**src/rtl/aes_ctrl_pkg.sv**
```systemverilog
`default_nettype none
// ============================================================================
// Module      : aes_ctrl_pkg
// Description : Shared types and constants for the AES job controller.
// Revision    : 1.0 - initial release
// ============================================================================
package aes_ctrl_pkg;

    localparam int AES_BLOCK_W          = 128;
    localparam int CORE_LATENCY_DEFAULT = 31;

    typedef enum logic [2:0] {
        ST_IDLE  = 3'd0,
        ST_KEYLD = 3'd1,
        ST_START = 3'd2,
        ST_RUN   = 3'd3,
        ST_RESP  = 3'd4
    } state_t;

    typedef struct packed {
        logic [AES_BLOCK_W-1:0] plain;
        logic [AES_BLOCK_W-1:0] key;
        logic                   id;
    } job_t;

endpackage
`default_nettype wire

```
**src/rtl/rr_arb2.sv**
```systemverilog
`default_nettype none
// ============================================================================
// Module      : rr_arb2
// Description : Two-way round-robin arbiter with a registered priority pointer.
// Revision    : 1.0 - initial release
// ============================================================================
module rr_arb2 (
    input  logic       clk,
    input  logic       reset_n,
    input  logic [1:0] req,
    input  logic       accept,
    output logic [1:0] grant
);

    // 0 favours req[0], 1 favours req[1]
    logic r_ptr;

    always_comb begin
        grant = 2'b00;
        if (req[0] && req[1]) begin
            grant = r_ptr ? 2'b10 : 2'b01;
        end else if (req[0]) begin
            grant = 2'b01;
        end else if (req[1]) begin
            grant = 2'b10;
        end
    end

    // After serving one side, priority passes to the other
    always_ff @(posedge clk or negedge reset_n) begin
        if (!reset_n) begin
            r_ptr <= 1'b0;
        end else if (accept) begin
            r_ptr <= ~grant[1];
        end
    end

endmodule
`default_nettype wire

```
**src/rtl/aes_enc_arbiter.sv**
```systemverilog
`default_nettype none
// ============================================================================
// Module      : aes_enc_arbiter
// Description : Shares one AES core between two requesters, one job in flight.
// Revision    : 1.0 - initial release
// ============================================================================
module aes_enc_arbiter
    import aes_ctrl_pkg::*;
#(
    parameter int CORE_LATENCY = CORE_LATENCY_DEFAULT,
    parameter int BLOCK_W      = AES_BLOCK_W
) (
    input  logic               clk,
    input  logic               reset_n,
    input  logic               req0_valid,
    output logic               req0_ready,
    input  logic [BLOCK_W-1:0] req0_plain,
    input  logic [BLOCK_W-1:0] req0_key,
    input  logic               req1_valid,
    output logic               req1_ready,
    input  logic [BLOCK_W-1:0] req1_plain,
    input  logic [BLOCK_W-1:0] req1_key,
    output logic               rsp_valid,
    input  logic               rsp_ready,
    output logic               rsp_id,
    output logic [BLOCK_W-1:0] rsp_cipher,
    output logic [BLOCK_W-1:0] core_plain_text,
    output logic [BLOCK_W-1:0] core_key_in,
    output logic               core_start,
    output logic               core_restart,
    input  logic [BLOCK_W-1:0] core_cipher_text,
    output logic               busy
);

    localparam int                c_cnt_w    = $clog2(CORE_LATENCY + 1);
    localparam logic [c_cnt_w-1:0] c_cnt_load = c_cnt_w'(CORE_LATENCY - 1);

    state_t               r_state;
    state_t               w_state_nxt;
    job_t                 r_job;
    logic [BLOCK_W-1:0]   r_key_cache;
    logic                 r_key_vld;
    logic [c_cnt_w-1:0]   r_cnt;
    logic [BLOCK_W-1:0]   r_rsp_cipher;
    logic                 r_rsp_id;

    logic [1:0]           w_grant;
    logic                 w_accept;
    logic [BLOCK_W-1:0]   w_sel_key;
    logic                 w_key_hit;

    rr_arb2 u_arb (
        .clk     (clk),
        .reset_n (reset_n),
        .req     ({req1_valid, req0_valid}),
        .accept  (w_accept),
        .grant   (w_grant)
    );

    assign w_accept  = (r_state == ST_IDLE) && (w_grant != 2'b00);
    assign w_sel_key = w_grant[1] ? req1_key : req0_key;
    assign w_key_hit = r_key_vld && (r_key_cache == w_sel_key);

    always_ff @(posedge clk or negedge reset_n) begin
        if (!reset_n) begin
            r_state <= ST_IDLE;
        end else begin
            r_state <= w_state_nxt;
        end
    end

    always_comb begin
        w_state_nxt  = r_state;
        req0_ready   = 1'b0;
        req1_ready   = 1'b0;
        core_start   = 1'b0;
        core_restart = 1'b0;
        rsp_valid    = 1'b0;
        case (r_state)
            ST_IDLE: begin
                req0_ready = w_grant[0];
                req1_ready = w_grant[1];
                if (w_accept) begin
                    w_state_nxt = w_key_hit ? ST_START : ST_KEYLD;
                end
            end
            ST_KEYLD: begin
                core_restart = 1'b1;
                w_state_nxt  = ST_START;
            end
            ST_START: begin
                core_start  = 1'b1;
                w_state_nxt = ST_RUN;
            end
            ST_RUN: begin
                if (r_cnt == '0) begin
                    w_state_nxt = ST_RESP;
                end
            end
            ST_RESP: begin
                rsp_valid = 1'b1;
                if (rsp_ready) begin
                    w_state_nxt = ST_IDLE;
                end
            end
            default: w_state_nxt = ST_IDLE;
        endcase
    end

    // Job operands stay on the core inputs until the next acceptance
    always_ff @(posedge clk or negedge reset_n) begin
        if (!reset_n) begin
            r_job        <= '0;
            r_key_cache  <= '0;
            r_key_vld    <= 1'b0;
            r_cnt        <= '0;
            r_rsp_cipher <= '0;
            r_rsp_id     <= 1'b0;
        end else begin
            if (w_accept) begin
                r_job.plain <= w_grant[1] ? req1_plain : req0_plain;
                r_job.key   <= w_sel_key;
                r_job.id    <= w_grant[1];
            end
            if (r_state == ST_KEYLD) begin
                r_key_cache <= r_job.key;
                r_key_vld   <= 1'b1;
            end
            if (r_state == ST_START) begin
                r_cnt <= c_cnt_load;
            end else if ((r_state == ST_RUN) && (r_cnt != '0)) begin
                r_cnt <= r_cnt - 1'b1;
            end
            if ((r_state == ST_RUN) && (r_cnt == '0)) begin
                r_rsp_cipher <= core_cipher_text;
                r_rsp_id     <= r_job.id;
            end
        end
    end

    assign core_plain_text = r_job.plain;
    assign core_key_in     = r_job.key;
    assign rsp_cipher      = r_rsp_cipher;
    assign rsp_id          = r_rsp_id;
    assign busy            = (r_state != ST_IDLE);

endmodule
`default_nettype wire

```
**config.mk**
```make
export PLATFORM = sky130hd
export DESIGN_NAME = aes_enc_arbiter
export DESIGN_NICKNAME = d
export VERILOG_FILES = /design/src/rtl/aes_ctrl_pkg.sv /design/src/rtl/rr_arb2.sv /design/src/rtl/aes_enc_arbiter.sv
export SDC_FILE = /design/constraint.sdc
export NUM_CORES = 1
export LEC_CHECK = 0
export ABC_AREA = 1
export BUFFER_PORTS_ARGS = -buffer_cell sky130_fd_sc_hd__buf_2
export CORE_AREA = 4 4 398 400
export DETAILED_ROUTE_END_ITERATION = 7
export DIE_AREA = 0 0 402 404
export PLACE_DENSITY = 0.48
export SYNTH_ARGS = -nofsm -noshare
export SYNTH_HDL_FRONTEND = slang
export SYNTH_SLANG_ARGS = --single-unit
```
**constraint.sdc**
```tcl
create_clock -name clk -period 5.5 [get_ports clk]
set_input_delay 1.65 -clock clk [delete_from_list [all_inputs] [get_ports clk]]
set_output_delay 1.65 -clock clk [all_outputs]
set_load 0.1 [all_outputs]
```
==> Word-level counts from Yosys, hierarchy flattened <==
Cells that the tools add are included.
{ "word_totals": {"reg_bits": 524, "inputBits": 645, "out_inout_bits": 391, "elab_cells": 50} }
{ "op_classes": {"n_addsub": 1, "n_eq_ne": 8, "muxes": 18, "n_bitwise": 1, "reduce_logical": 12} }
{ "ops": {"columns": ["op", "count"], "rows": [
  ["$mux 128", 2],
  ["$eq 128x128->1", 1],
  ["$pmux 3 s5", 1],
  ["$mux 2", 5],
  ["$mux 5", 2],
  ["$mux 3", 3],
  ["$eq 3x2->1 const B", 2],
  ["$logic_and 1x1->1", 5],
  ["$logic_not 5->1", 1],
  ["$mux 1", 5],
  ["$reduce_bool 5->1", 1],
  ["$sub 5x1->5 const B", 1],
  ["$ne 2x2->1 const B", 2],
  ["$reduce_bool 2->1", 2],
  ["$eq 3x1->1 const B", 1],
  ["$eq 3x3->1 const B", 1],
  ["$logic_not 3->1", 1],
  ["$reduce_and 3->1", 1],
  ["$reduce_bool 3->1", 1],
  ["$ne 2x1->1 const B", 1],
  ["$not 1->1", 1]
]} }

==> Longest topological paths before layout <==
{ "depth": {"ltp_word": 9, "depth_mapped": 20, "depth_no_buf": 19} }

==> Hierarchy <==
From an unflattened synthesis, not the netlist that was laid out.
{ "hier_totals": {"cells_unflattened": 3162, "hier_area_um2": 27604.0} }
{ "by_module_without_submodules": {"columns": ["mod", "n_inst", "cells_per_inst", "area_each_um2", "seq_area_each_um2"], "rows": [
  ["aes_enc_arbiter", 1, 3152, 27542.7, 13087.6],
  ["rr_arb2", 1, 10, 61.3, 25.0]
]} }

==> Worst setup path before layout <==
Ideal clock, no wire load.
{ "synth_timing": {"kind": "input to output", "startpoint": "input port req1_valid", "endpoint": "output port req1_ready", "arrival_time_ps": 3147, "t_required_ps": 3850, "path_slack_ps": 703, "path_stages": 7, "path_buffers": 5, "cell_sequence": "buf_2 nand2_2 buf_6 buf_2 nor2_1 clkbuf_1 buf_2"} }
{ "synth_between": {"elab_chain_cells": 4, "word_cells_on_any_way": 5, "cone_classes": "4 x mux; 1 x reduce/logical"} }
{ "synth_rtl": {"columns": ["element", "line_no", "rtl"], "rows": [
  ["start, declared", "aes_enc_arbiter.sv:19", "input logic req1_valid,"],
  ["$mux 2", "rr_arb2.sv:24", "end else if (req[1]) begin"],
  ["$mux 2", "rr_arb2.sv:22", "end else if (req[0]) begin"],
  ["$mux 2 (*)", "rr_arb2.sv:20", "if (req[0] && req[1]) begin"],
  ["$mux 1 (*)", "aes_enc_arbiter.sv:79", "case (r_state)"],
  ["end, declared", "aes_enc_arbiter.sv:20", "output logic req1_ready,"]
]} }
Mark *: on every way between the ends. The rest lies on a longest branch, timed or not.

==> Final worst setup path <==
{ "layout_timing": {"startpoint": "input port req1_valid", "endpoint": "output port req0_ready"} }
{ "layout_between": {"elab_chain_cells": 3} }
{ "layout_rtl": {"columns": ["element", "line_no", "rtl"], "rows": [
  ["$logic_and 1x1->1", "rr_arb2.sv:20", null],
  ["$mux 2", "rr_arb2.sv:20", null],
  ["$mux 1", "aes_enc_arbiter.sv:79", null],
  ["end, declared", "aes_enc_arbiter.sv:16", "output logic req0_ready,"]
]} }
Every way passes these cells.

==> results.sh <==
export IMPL_status="finished, final reports clean"
export IMPL_cts_tree="built"
export IMPL_fin_tns_setup_ns=0
export IMPL_vias_per_cell=4.06
export IMPL_post_cts_setup_buffer_count=0
export IMPL_slowest_stage="buf_4"
export IMPL_final_area_mm2=0.0349
export IMPL_cp_start_kind="input port"
export IMPL_synth_warning_count=0
export IMPL_syn_area_mm2=0.0265
export IMPL_crit_chain="buf_4, inv_2, a21oi_4, buf_12, nor2_4, buf_12"
export IMPL_grt_usage_pct=16.8
export IMPL_p_leak_uw=0.0183
export IMPL_overflow=0
export IMPL_grt_pass1_vias=24200
export IMPL_gp_congestion=0.928
export IMPL_fin_crit_ns=4.60
export IMPL_io_buffers=1035
export IMPL_ys_ff_latch=524
export IMPL_fp_dieW_um=402
export IMPL_crit_path_frequent_cell="buf_12"
export IMPL_grt_max_degree=150
export IMPL_syn_inst=3251
export IMPL_power_density_mw_per_mm2=727
export IMPL_antenna_found_initial=96
export IMPL_final_antenna_net_count=0
export IMPL_placedCellCount=5977
export IMPL_drive_above_1_share_pct=32.9
export IMPL_die_y_um=404
export IMPL_slew_viol_final=0
export IMPL_worstHoldPathType="reg -> reg"
export IMPL_vdd_drop_max_v=0.000415
export IMPL_hold_viol_final=0
export IMPL_hpwl_mm=113
export IMPL_synth_fp_nets=3898
export IMPL_boundaryPins=1036
export IMPL_clock_latency_ns=0.66
export IMPL_crit_family="buffers and inverters"
export IMPL_grt_pass1_wl_mm=192
export IMPL_end_kind="output port"
export IMPL_drc=0
export IMPL_vias=24900
export IMPL_fillCellCount=17300
export IMPL_avgRoutedWirePerCell_um=23.0
export IMPL_coreArea_mm2=0.155
export IMPL_crit_arrival_ns=2.95
export IMPL_period_share_pct=83.6
export IMPL_rsz0062_at_grt="no"
export IMPL_path_max_fanout=37
export IMPL_cts_max_level=3
export IMPL_final_util_pct=22.4
export IMPL_maxCapViolations=0
export IMPL_postPlaceCellArea_mm2=0.0323
export IMPL_fp_row_count=145
export IMPL_avgSynthCellArea_um2=8.15
export IMPL_finalSetupViolCount=0
export IMPL_dieArea_mm2=0.162
export IMPL_drt_iter0_drc=1788
export IMPL_root_buffer="clkbuf_16"
export IMPL_hold_buffers=0
export IMPL_clockBufferDepth=3
export IMPL_path_clk_slew_ns=0.06
export IMPL_clock_sinks=524
export IMPL_dr_pass1_iters=5
export IMPL_yosys_cell_types_count=28
export IMPL_nNetsFinal=4639
export IMPL_cts_made_buffers=71
export IMPL_wirelength_mm=141
export IMPL_fin_cells=6141
export IMPL_crit_required_ns=3.85
export IMPL_crit_buf_inv=4
export IMPL_crit_type="in -> out"
export IMPL_yosysSeqAreaShare_pct=49.5
export IMPL_worst_pin_slew_ns=1.00
export IMPL_cts_resized=0
export IMPL_max_freq_mhz=217
export IMPL_max_slew_margin_pct=33.3
export IMPL_fin_worst_skew_ns=0.0366
export IMPL_slowest_delay_ns=0.34
export IMPL_area_growth_pct=31.5
export IMPL_start_util_pct=17.1
cell families after synthesis:
logic type      Yosys count  synth area share (%)
buf+inv                 682                  13.6
mux                     128                  5.44
xor+xnor                 13                 0.430
fa+ha+maj                 2                0.0944
compound gates          318                  6.90
flops                   524                  49.5
simple gates           1584                  24.1
final cells by class:
| cell class | instances | area, µm² | share of cell area, % |
|---|---|---|---|
| antenna | 35 | 87.6 | 0.251 |
| clock buffer | 99 | 2040 | 5.86 |
| clock inverter | 30 | 445 | 1.28 |
| inverter | 273 | 1030 | 2.96 |
| multi-input combinational | 2045 | 9840 | 28.2 |
| sequential | 524 | 13100 | 37.6 |
| tap | 2058 | 2570 | 7.39 |
| timing repair buffer | 1077 | 5710 | 16.4 |
per-layer routing:
layer  GRT usage, %  vias to the layer above  part of all wire [%]
met3           5.09                      223                   8.9
met4           4.67                       46                   2.6
met5              0                        -                  0.21
met2           27.3                      969                    47
met1           21.5                    12100                    41
li1               -                    11600                     -
power by group:
part | switching [µW] | internal [µW]
Sequential | 952 | 5360
Combinational | 11800 | 2290
Clock | 2020 | 2960
Total | 14700 | 10600
state kept, by name (all words and copies together) (netlist names):
register and count:
core_plain_text 128, rsp_cipher 128, rsp_id 1, r_key_cache 128
u_arb.r_ptr 1, core_key_in 128, r_job 1, r_state 3
r_cnt 5, r_key_vld 1
synthesized netlist by cell type, drive strengths merged:
cell type | instances | share of area (%)
nand2 | 1236 | 18
dfrtp | 524 | 49
buf | 314 | 8.4
inv | 273 | 3.9
nand3 | 237 | 4.5
o21ai | 223 | 4.2
mux2 | 128 | 5.4
clkbuf | 95 | 1.3
a22oi | 73 | 2.1
nor2 | 71 | 1.0
nand3b | 31 | 0.88
o211ai | 15 | 0.42
xor2 | 13 | 0.43
a21oi | 4 | 0.10
nand4 | 4 | 0.094
nor3 | 3 | 0.057
ha | 2 | 0.094
o21bai | 2 | 0.057
a311oi | 1 | 0.033
and2 | 1 | 0.024
or2 | 1 | 0.024
worst paths after layout:
kind / start / to / slack, ns / cells after the start
max: req1_valid / req0_ready / 0.90 / 6
min: core_plain_text[32] / core_plain_text[32] / 0.47 / 2
max reg2reg: u_arb.r_ptr / r_state[0] / 1.82 / 18
min reg2reg: core_plain_text[32] / core_plain_text[32] / 0.47 / 2
max in group asynchronous: reset_n / r_key_cache[84] / 3.33 / 2
min in group asynchronous: reset_n / rsp_cipher[15] / 1.07 / 1
stage by stage:
| stage | total power, µW | hold WS, ns | worst slack (ns) |
|---|---|---|---|
| 3_5_place_dp | 20600 | 0.459 | 0.286 |
| 2_1_floorplan | 18300 | 0.440 | 0.703 |
| 6_report | 25400 | 0.475 | 0.900 |
| 3_3_place_gp | 20500 | 0.456 | 0.215 |
| 5_1_grt | 26700 | 0.494 | 0.815 |
| 4_1_cts | 25700 | 0.476 | 0.821 |
layout by cell type, fill, tap and decap left out, drive strengths merged, types with 2 or more instances in the layout:
master,synthesis,routed
a22oi,73,73
mux2,128,128
clkinvlp,0,3
bufinv,0,7
clkinv,0,16
nor2,71,71
nand3b,31,31
o21ai,223,223
inv,273,277
a21oi,4,4
xor2,13,13
nand4,4,4
diode,0,35
nor3,3,3
buf,314,1077
nand2,1236,1236
dfrtp,524,524
ha,2,2
o211ai,15,15
clkbuf,95,99
nand3,237,237
o21bai,2,2
tightest hold or removal path: stages (launching register included):
cell	delay, ns
dfrtp_1	0.33
nand2_1	0.06
nand2_1	0.05
Power figures use the tool's default switching activity.
